**src/rtl/osd_mam_ahb3_slave_if.sv**
```systemverilog
// AHB3 responder that turns each accepted AHB beat into one single-beat request
// on a valid/ready memory port; bursts are handled beat by beat.
module osd_mam_ahb3_slave_if #(
  parameter int XLEN = 32,
  parameter int PLEN = 32
) (
  input  logic            clk_i,
  input  logic            rst_ni,
  input  logic            ahb3_hsel_i,
  input  logic [PLEN-1:0] ahb3_haddr_i,
  input  logic [XLEN-1:0] ahb3_hwdata_i,
  input  logic            ahb3_hwrite_i,
  input  logic [2:0]      ahb3_hsize_i,
  input  logic [2:0]      ahb3_hburst_i,
  input  logic [3:0]      ahb3_hprot_i,
  input  logic [1:0]      ahb3_htrans_i,
  input  logic            ahb3_hmastlock_i,
  input  logic            ahb3_hready_i,
  output logic [XLEN-1:0] ahb3_hrdata_o,
  output logic            ahb3_hreadyout_o,
  output logic            ahb3_hresp_o,
  output logic            mem_req_valid,
  input  logic            mem_req_ready,
  output logic            mem_we,
  output logic [PLEN-1:0] mem_addr,
  output logic [XLEN-1:0] mem_wdata,
  output logic [XLEN/8-1:0] mem_be,
  input  logic            mem_rdata_valid,
  input  logic [XLEN-1:0] mem_rdata
);

  localparam int SW = XLEN / 8;
  localparam int AW = (SW > 1) ? $clog2(SW) : 1;
  localparam logic [2:0] LSW = 3'($clog2(SW));

  typedef enum logic [2:0] {
    S_IDLE,
    S_WRITE,
    S_READ_REQ,
    S_READ_WAIT,
    S_READ_DONE,
    S_ERR1,
    S_ERR2
  } state_t;

  state_t          r_state, w_state_n, w_dispatch;
  logic [PLEN-1:0] r_addr;
  logic            r_we;
  logic [SW-1:0]   r_be;
  logic [XLEN-1:0] r_hrdata;

  logic            w_accept, w_load, w_take, w_illegal;
  logic            w_hreadyout, w_hresp, w_req_valid;
  logic [AW-1:0]   w_off;
  logic            w_unused;

  // Contiguous little-endian lane mask of 2^size bytes starting at lane off.
  function automatic logic [SW-1:0] f_be(input logic [2:0] size, input logic [AW-1:0] off);
    logic [SW-1:0] m;
    m = '0;
    for (int i = 0; i < SW; i++) begin
      if (32'(i) < (32'd1 << size)) m[i] = 1'b1;
    end
    return m << off;
  endfunction

  assign w_unused   = ^{ahb3_hburst_i, ahb3_hprot_i, ahb3_hmastlock_i};
  assign w_accept   = ahb3_hsel_i & ahb3_htrans_i[1] & ahb3_hready_i;
  assign w_off      = ahb3_haddr_i[AW-1:0] & AW'(SW - 1);
  assign w_illegal  = (ahb3_hsize_i > LSW) ||
                      ((w_off & AW'((32'd1 << ahb3_hsize_i) - 32'd1)) != '0);
  assign w_dispatch = w_illegal ? S_ERR1 : (ahb3_hwrite_i ? S_WRITE : S_READ_REQ);

  // Address phase is only taken in states where this slave is driving HREADYOUT high.
  always_comb begin
    w_state_n   = r_state;
    w_hreadyout = 1'b1;
    w_hresp     = 1'b0;
    w_req_valid = 1'b0;
    w_load      = 1'b0;
    w_take      = 1'b0;
    case (r_state)
      S_IDLE: begin
        if (w_accept) begin
          w_state_n = w_dispatch;
          w_load    = 1'b1;
        end
      end
      S_WRITE: begin
        w_req_valid = 1'b1;
        w_hreadyout = mem_req_ready;
        if (mem_req_ready) begin
          w_state_n = w_accept ? w_dispatch : S_IDLE;
          w_load    = w_accept;
        end
      end
      S_READ_REQ: begin
        w_req_valid = 1'b1;
        w_hreadyout = 1'b0;
        if (mem_req_ready) w_state_n = S_READ_WAIT;
      end
      S_READ_WAIT: begin
        w_hreadyout = 1'b0;
        if (mem_rdata_valid) begin
          w_state_n = S_READ_DONE;
          w_take    = 1'b1;
        end
      end
      S_READ_DONE, S_ERR2: begin
        w_hresp   = (r_state == S_ERR2);
        w_state_n = w_accept ? w_dispatch : S_IDLE;
        w_load    = w_accept;
      end
      S_ERR1: begin
        w_hreadyout = 1'b0;
        w_hresp     = 1'b1;
        w_state_n   = S_ERR2;
      end
      default: w_state_n = S_IDLE;
    endcase
  end

  always_ff @(posedge clk_i) begin
    if (!rst_ni) begin
      r_state  <= S_IDLE;
      r_addr   <= '0;
      r_we     <= 1'b0;
      r_be     <= '0;
      r_hrdata <= '0;
    end else begin
      r_state <= w_state_n;
      if (w_load) begin
        r_addr <= ahb3_haddr_i;
        r_we   <= ahb3_hwrite_i;
        r_be   <= f_be(ahb3_hsize_i, w_off);
      end
      if (w_take) r_hrdata <= mem_rdata;
    end
  end

  assign ahb3_hrdata_o    = r_hrdata;
  assign ahb3_hreadyout_o = w_hreadyout;
  assign ahb3_hresp_o     = w_hresp;
  assign mem_req_valid    = w_req_valid;
  assign mem_we           = w_req_valid & r_we;
  assign mem_addr         = r_addr;
  assign mem_be           = r_be;
  assign mem_wdata        = ahb3_hwdata_i;

endmodule
```
**config.mk**
```make
export PLATFORM = sky130hd
export DESIGN_NAME = osd_mam_ahb3_slave_if
export DESIGN_NICKNAME = d
export VERILOG_FILES = /design/src/rtl/osd_mam_ahb3_slave_if.sv
export SDC_FILE = /design/constraint.sdc
export NUM_CORES = 1
export LEC_CHECK = 0
export BUFFER_PORTS_ARGS = -buffer_cell sky130_fd_sc_hd__buf_2
export CORE_UTILIZATION = 45
export CTS_CLUSTER_DIAMETER = 120
export DETAILED_ROUTE_END_ITERATION = 6
export HOLD_SLACK_MARGIN = 0.06
export PLACE_DENSITY = 0.95
export REMOVE_ABC_BUFFERS = 1
export SLEW_MARGIN = 5
export SYNTH_ARGS = -nofsm -noshare
export SYNTH_HDL_FRONTEND = slang
export SYNTH_SLANG_ARGS = --single-unit
export TNS_END_PERCENT = 20
```
**constraint.sdc**
```tcl
create_clock -name clk_i -period 4.4 [get_ports clk_i]
set_clock_uncertainty 0.15 [all_clocks]
set_input_delay 0.88 -clock clk_i [delete_from_list [all_inputs] [get_ports clk_i]]
set_output_delay 0.88 -clock clk_i [all_outputs]
set_load 0.05 [all_outputs]
```
# Yosys cells after proc, flatten, opt, wreduce, memory -nomap -nowiden
# Index checks and enable logic that the tools add are counted.
[totals]
register_bits = 72
in_bits = 116
output_inout_bits = 104
wordCells = 62
[classes]
n_addsub = 1
magnitude_cmp = 5
eq_ne = 10
shifts = 2
mux = 28
bitwise_logic = 4
n_reduce_logical = 7
[ops]
columns = ["op", "n"]
rows = [
  ["1-bit by 32-bit < comparator with 1-bit output, first input constant", 2],
  ["2-bit by 32-bit < comparator with 1-bit output, first input constant", 2],
  ["1-bit by 3-bit left shift with 32-bit output, first input constant", 1],
  ["3-bit two-way mux", 6],
  ["3-bit case mux with 6 select lines", 1],
  ["1-bit two-way mux", 17],
  ["3-bit == test, second input constant", 3],
  ["2-bit != test, second input constant", 4],
  ["3-bit by 2-bit == test with 1-bit output, second input constant", 2],
  ["1-bit case mux with 2 select lines", 2],
  ["4-bit AND reduction", 1],
  ["2-bit OR reduction", 2],
  ["4-bit by 2-bit left shift with 4-bit output", 1],
  ["1-bit bitwise AND", 3],
  ["3-bit by 1-bit == test with 1-bit output, second input constant", 1],
  ["3-bit by 2-bit greater-than comparator with 1-bit output, second input constant", 1],
  ["3-bit zero test", 1],
  ["1-bit case mux with 3 select lines", 1],
  ["3-bit OR reduction", 1],
  ["2-bit bitwise AND", 1],
  ["2-bit two-way mux", 1],
  ["2-bit nonzero test", 1],
  ["2-bit by 1-bit subtractor with 2-bit output, second input constant", 1],
  ["1-bit logical OR", 1],
]

# Depth between registers and ports, before layout
[logic_depth]
word_depth = 9
depth_mapped = 6

# Least setup slack after synthesis
# Ideal clock, no wire load.
[synth_path]
kind = "register to output"
from = "register r_state[1]"
to = "output port mem_we"
arrival_time_ns = 2.117
slack_ns = 1.253
path_stages_with_launch = 5
n_path_buf = 1
path_cell_list = "dfxtp_1 clkbuf_1 xor2_1 nor2b_1 and2_1"
[synth_between]
elab_chain_cells = 4
word_cells_on_any_way = 5
[synth_rtl]
columns = ["item", "line", "source"]
rows = [
  ["from (decl)", "46", "state_t r_state, w_state_n, w_dispatch;"],
  ["from (signal assigned)", "131", "r_state <= w_state_n;"],
  ["3-bit by 2-bit == test with 1-bit output / 3-bit by 1-bit == test with 1-bit output (equally long branches)", "82", "case (r_state)"],
  ["2-bit OR reduction (no source line) *", "--", ""],
  ["1-bit two-way mux *", "82", ""],
  ["named net mem_req_valid", "22", "output logic mem_req_valid,"],
  ["1-bit bitwise AND *", "145", "assign mem_we = w_req_valid & r_we;"],
  ["to (decl)", "24", "output logic mem_we,"],
]
# Mark *: on every way through the listed nets, which the timed path passes. The rest lies on a longest branch.

# Worst setup path after layout
[layout_path]
from = "register r_state[0]"
to = "output port mem_we"
[layout_between]
elab_chain_cells = 4
word_cells_on_any_way = 5
[layout_rtl]
columns = ["item", "line"]
rows = [
  ["3-bit by 2-bit == test with 1-bit output / 3-bit by 1-bit == test with 1-bit output (equally long branches)", "82"],
  ["2-bit OR reduction (no source line) *", "--"],
  ["1-bit two-way mux *", "82"],
  ["1-bit bitwise AND *", "145"],
]
# Every way passes the cells marked *; elsewhere a longest branch is shown, timed or not.

==> impl_metrics.yaml <==
power_and_ir_drop:
  p_int_w: 0.00113
  p_leak_nw: 1.75
  power.density_nw_per_um2: 376
  irDropWorstVdd_mv: 0.209
  switching_power_w: 0.000347
  power_frac_clock_pct: 43.9
  seq_power_share_pct: 45.7
  pwr-share-comb_pct: 10.4
  switching_share_pct: 23.5
sta:
  post-route-min-period_ns: 2.87
  drv_slew: 0
  tns_ns: 0
  hold_violations: 0
  fin_crit_sh_pct: 65.1
  worst_pin_slew_ns: 1.20
  fmax_mhz: 349
  relSlewSlack_pct: 20.2
  setup_viol: 0
  rsz0062_at_grt: "no"
setup_path:
  r2r_slack_ns: 1.90
  crit_required_ns: 3.37
  timing.rr.start: "r_state[1]"
  ff2ff_path_depth: 4
  crit_fanout: 14
  end_kind: "primary output"
  r2r_end: "ahb3_hrdata_o[16]"
  crit_path_start: "r_state[0]"
  arrival_ns: 1.84
  path_class: "reg -> out"
  endpoint: "mem_we"
  cp-start-kind: "flop"
route:
  antenna_left: 0
  drc_errors: 0
  vias: 2934
  dr.pass1.iters: 6
  routed_wl_um: 8420
  via_per_inst: 5.01
  drtIter0Drc: 167
  post_drt_wl_per_cell_um: 14.4
floorplanning:
  fp.dieH_um: 86.0
  die_w_um: 86.0
  core_area_um2: 6790
  dieArea_um2: 7390
  pin_count: 220
  fp-row-count: 30
  floorplan.initialDensity_pct: 46.7
cts:
  postCtsSetupBuffers: 0
  ctsResizeCount: 0
  cts_root_buf: "clkbuf_8"
  cts.clk_slew.worst_paths_ns: 0.07
  cts_sinks: 72
  hold_buffers: 0
  max-clock-path-buffers: 2
  h-tree-depth: 3
  clkLatencyLatePin_ns: 0.34
  cts_tree: "done"
  cts_made_buffers: 9
logic_synthesis:
  yosys_warnings: 0
  synth.avg_cell_area_um2: 8.28
  synth_cell_type_count: 36
  synth_cells: 383
  yosysSeqAreaShare_pct: 45.4
  synth_area_um2: 3170
  ys_ff_latch: 72
outcome:
  status: "finished clean"
min_path:
  min_path_type: "reg -> reg"
run:
  drv_cap: 0
grt:
  grt_pass1_wl_um: 12700
  antenna_found_initial: 0
  grt_pass1_vias: 2618
  overflow: 0
  grtUsageTotal_pct: 22.5
  grt_max_degree: 73
layout:
  drive_gt1_share_pct: 34.3
  stdcell_count: 586
  final_cell_mix: "146 x buf_2, 137 x nand2_1, 72 x dfxtp_1"
  layout_commonest_cell: "buf_2"
  syn2layout_area_growth_pct: 23.6
  antenna_cells: 0
  nNetsFinal: 601
placed_design:
  numPortBuffers: 146
  hpwl_um: 6100
  dp.cells: 570
  routabilityCongestion: 0.782
per-layer routing:
layer  share of wire (%)  wire (um)  global-route usage [%]  vias to the layer above
li1                    -          -                       -                     1417
met1                  43       3590                    25.7                     1330
met2                  42       3560                    32.7                      180
met3                  14       1200                    16.6                        5
met4                0.40         34                    5.30                        2
met5                0.44         37                    9.79                        -
worst min path at each step:
stage	cells past startpoint	from	slack [ns]	end
2_1_floorplan	2	r_we	0.28	r_we
3_3_place_gp	2	mem_be[2]	0.29	mem_be[2]
3_5_place_dp	2	mem_be[1]	0.29	mem_be[1]
4_1_cts	2	mem_be[1]	0.30	mem_be[1]
5_1_grt	2	mem_be[1]	0.32	mem_be[1]
6_report	2	mem_be[1]	0.30	mem_be[1]
layout make-up:
cell class | count | area, um2
inverters | 2 | 7.51
repair buffers | 147 | 738
clock inverters | 5 | 103
well taps | 96 | 120
multi-input cells | 253 | 1360
fillers | 591 | 2870
flip-flops and latches | 72 | 1440
clock buffers | 11 | 151
stage by stage:
stage          instance area [um2]  utilization [%]  worst slack, ns  hold slack [ns]  total power (W)
2_1_floorplan                 2800                -             1.32            0.280         0.000777
3_3_place_gp                  3670             54.0             1.59            0.286         0.000838
3_5_place_dp                  3670             54.0             1.53            0.292         0.000843
4_1_cts                       3920             57.7             1.54            0.302          0.00149
5_1_grt                       3920             57.7             1.42            0.318          0.00154
6_report                      3920             57.7             1.53            0.298          0.00147
power by group through the flow:
stage / Combinational, W / Sequential, W / Clock (W)
2_1_floorplan: 0.0000479 / 0.000729 / 0
3_3_place_gp: 0.000149 / 0.000689 / 0
3_5_place_dp: 0.000153 / 0.000690 / 0
4_1_cts: 0.000154 / 0.000674 / 0.000659
5_1_grt: 0.000165 / 0.000676 / 0.000695
6_report: 0.000153 / 0.000674 / 0.000647
state kept, by name, summed over array words and instances (netlist names):
register,cells
ahb3_hrdata_o,32
mem_addr,32
mem_be,4
r_state,3
r_we,1
kinds of logic (layout without fill, tap and decap cells):
logic type | after synthesis | in the layout | share of synthesized area [%]
simple gates | 157 | 157 | 20.1
compound gates | 94 | 94 | 22.0
flops | 72 | 72 | 45.4
buf+inv | 58 | 165 | 11.9
xor+xnor | 2 | 2 | 0.552
cell usage after synthesis:
master | number | share of area, %
nand2_1 | 137 | 16
dfxtp_1 | 72 | 45
a21boi_0 | 36 | 8.5
a21boi_1 | 32 | 7.6
buf_4 | 32 | 7.6
clkbuf_1 | 12 | 1.4
buf_2 | 7 | 1.1
o21ai_0 | 6 | 0.95
a21oi_1 | 5 | 0.79
buf_6 | 4 | 1.4
nand3_1 | 4 | 0.63
nor2_1 | 3 | 0.36
nor2b_1 | 3 | 0.59
a211o_1 | 2 | 0.55
a211oi_1 | 2 | 0.47
a22oi_1 | 2 | 0.47
and2_1 | 2 | 0.39
inv_1 | 2 | 0.24
nor3_1 | 2 | 0.32
xor2_1 | 2 | 0.55
a2111oi_0 | 1 | 0.28
a211oi_4 | 1 | 0.63
a21o_1 | 1 | 0.24
a22o_1 | 1 | 0.28
a31oi_1 | 1 | 0.20
buf_1 | 1 | 0.12
nand2b_1 | 1 | 0.20
nand2b_4 | 1 | 0.43
nor2b_2 | 1 | 0.28
nor3_2 | 1 | 0.32
o211a_1 | 1 | 0.32
o21a_1 | 1 | 0.24
o21bai_1 | 1 | 0.24
o311ai_0 | 1 | 0.28
or2_2 | 1 | 0.20
or3_1 | 1 | 0.20
critical path: stages, from the launching register on:
cell,delay [ns]
dfxtp_1,0.63
xor2_1,0.23
nor2b_1,0.24
and2_1,0.15
buf_2,0.25
No activity file was read; power rests on OpenSTA's default activity.
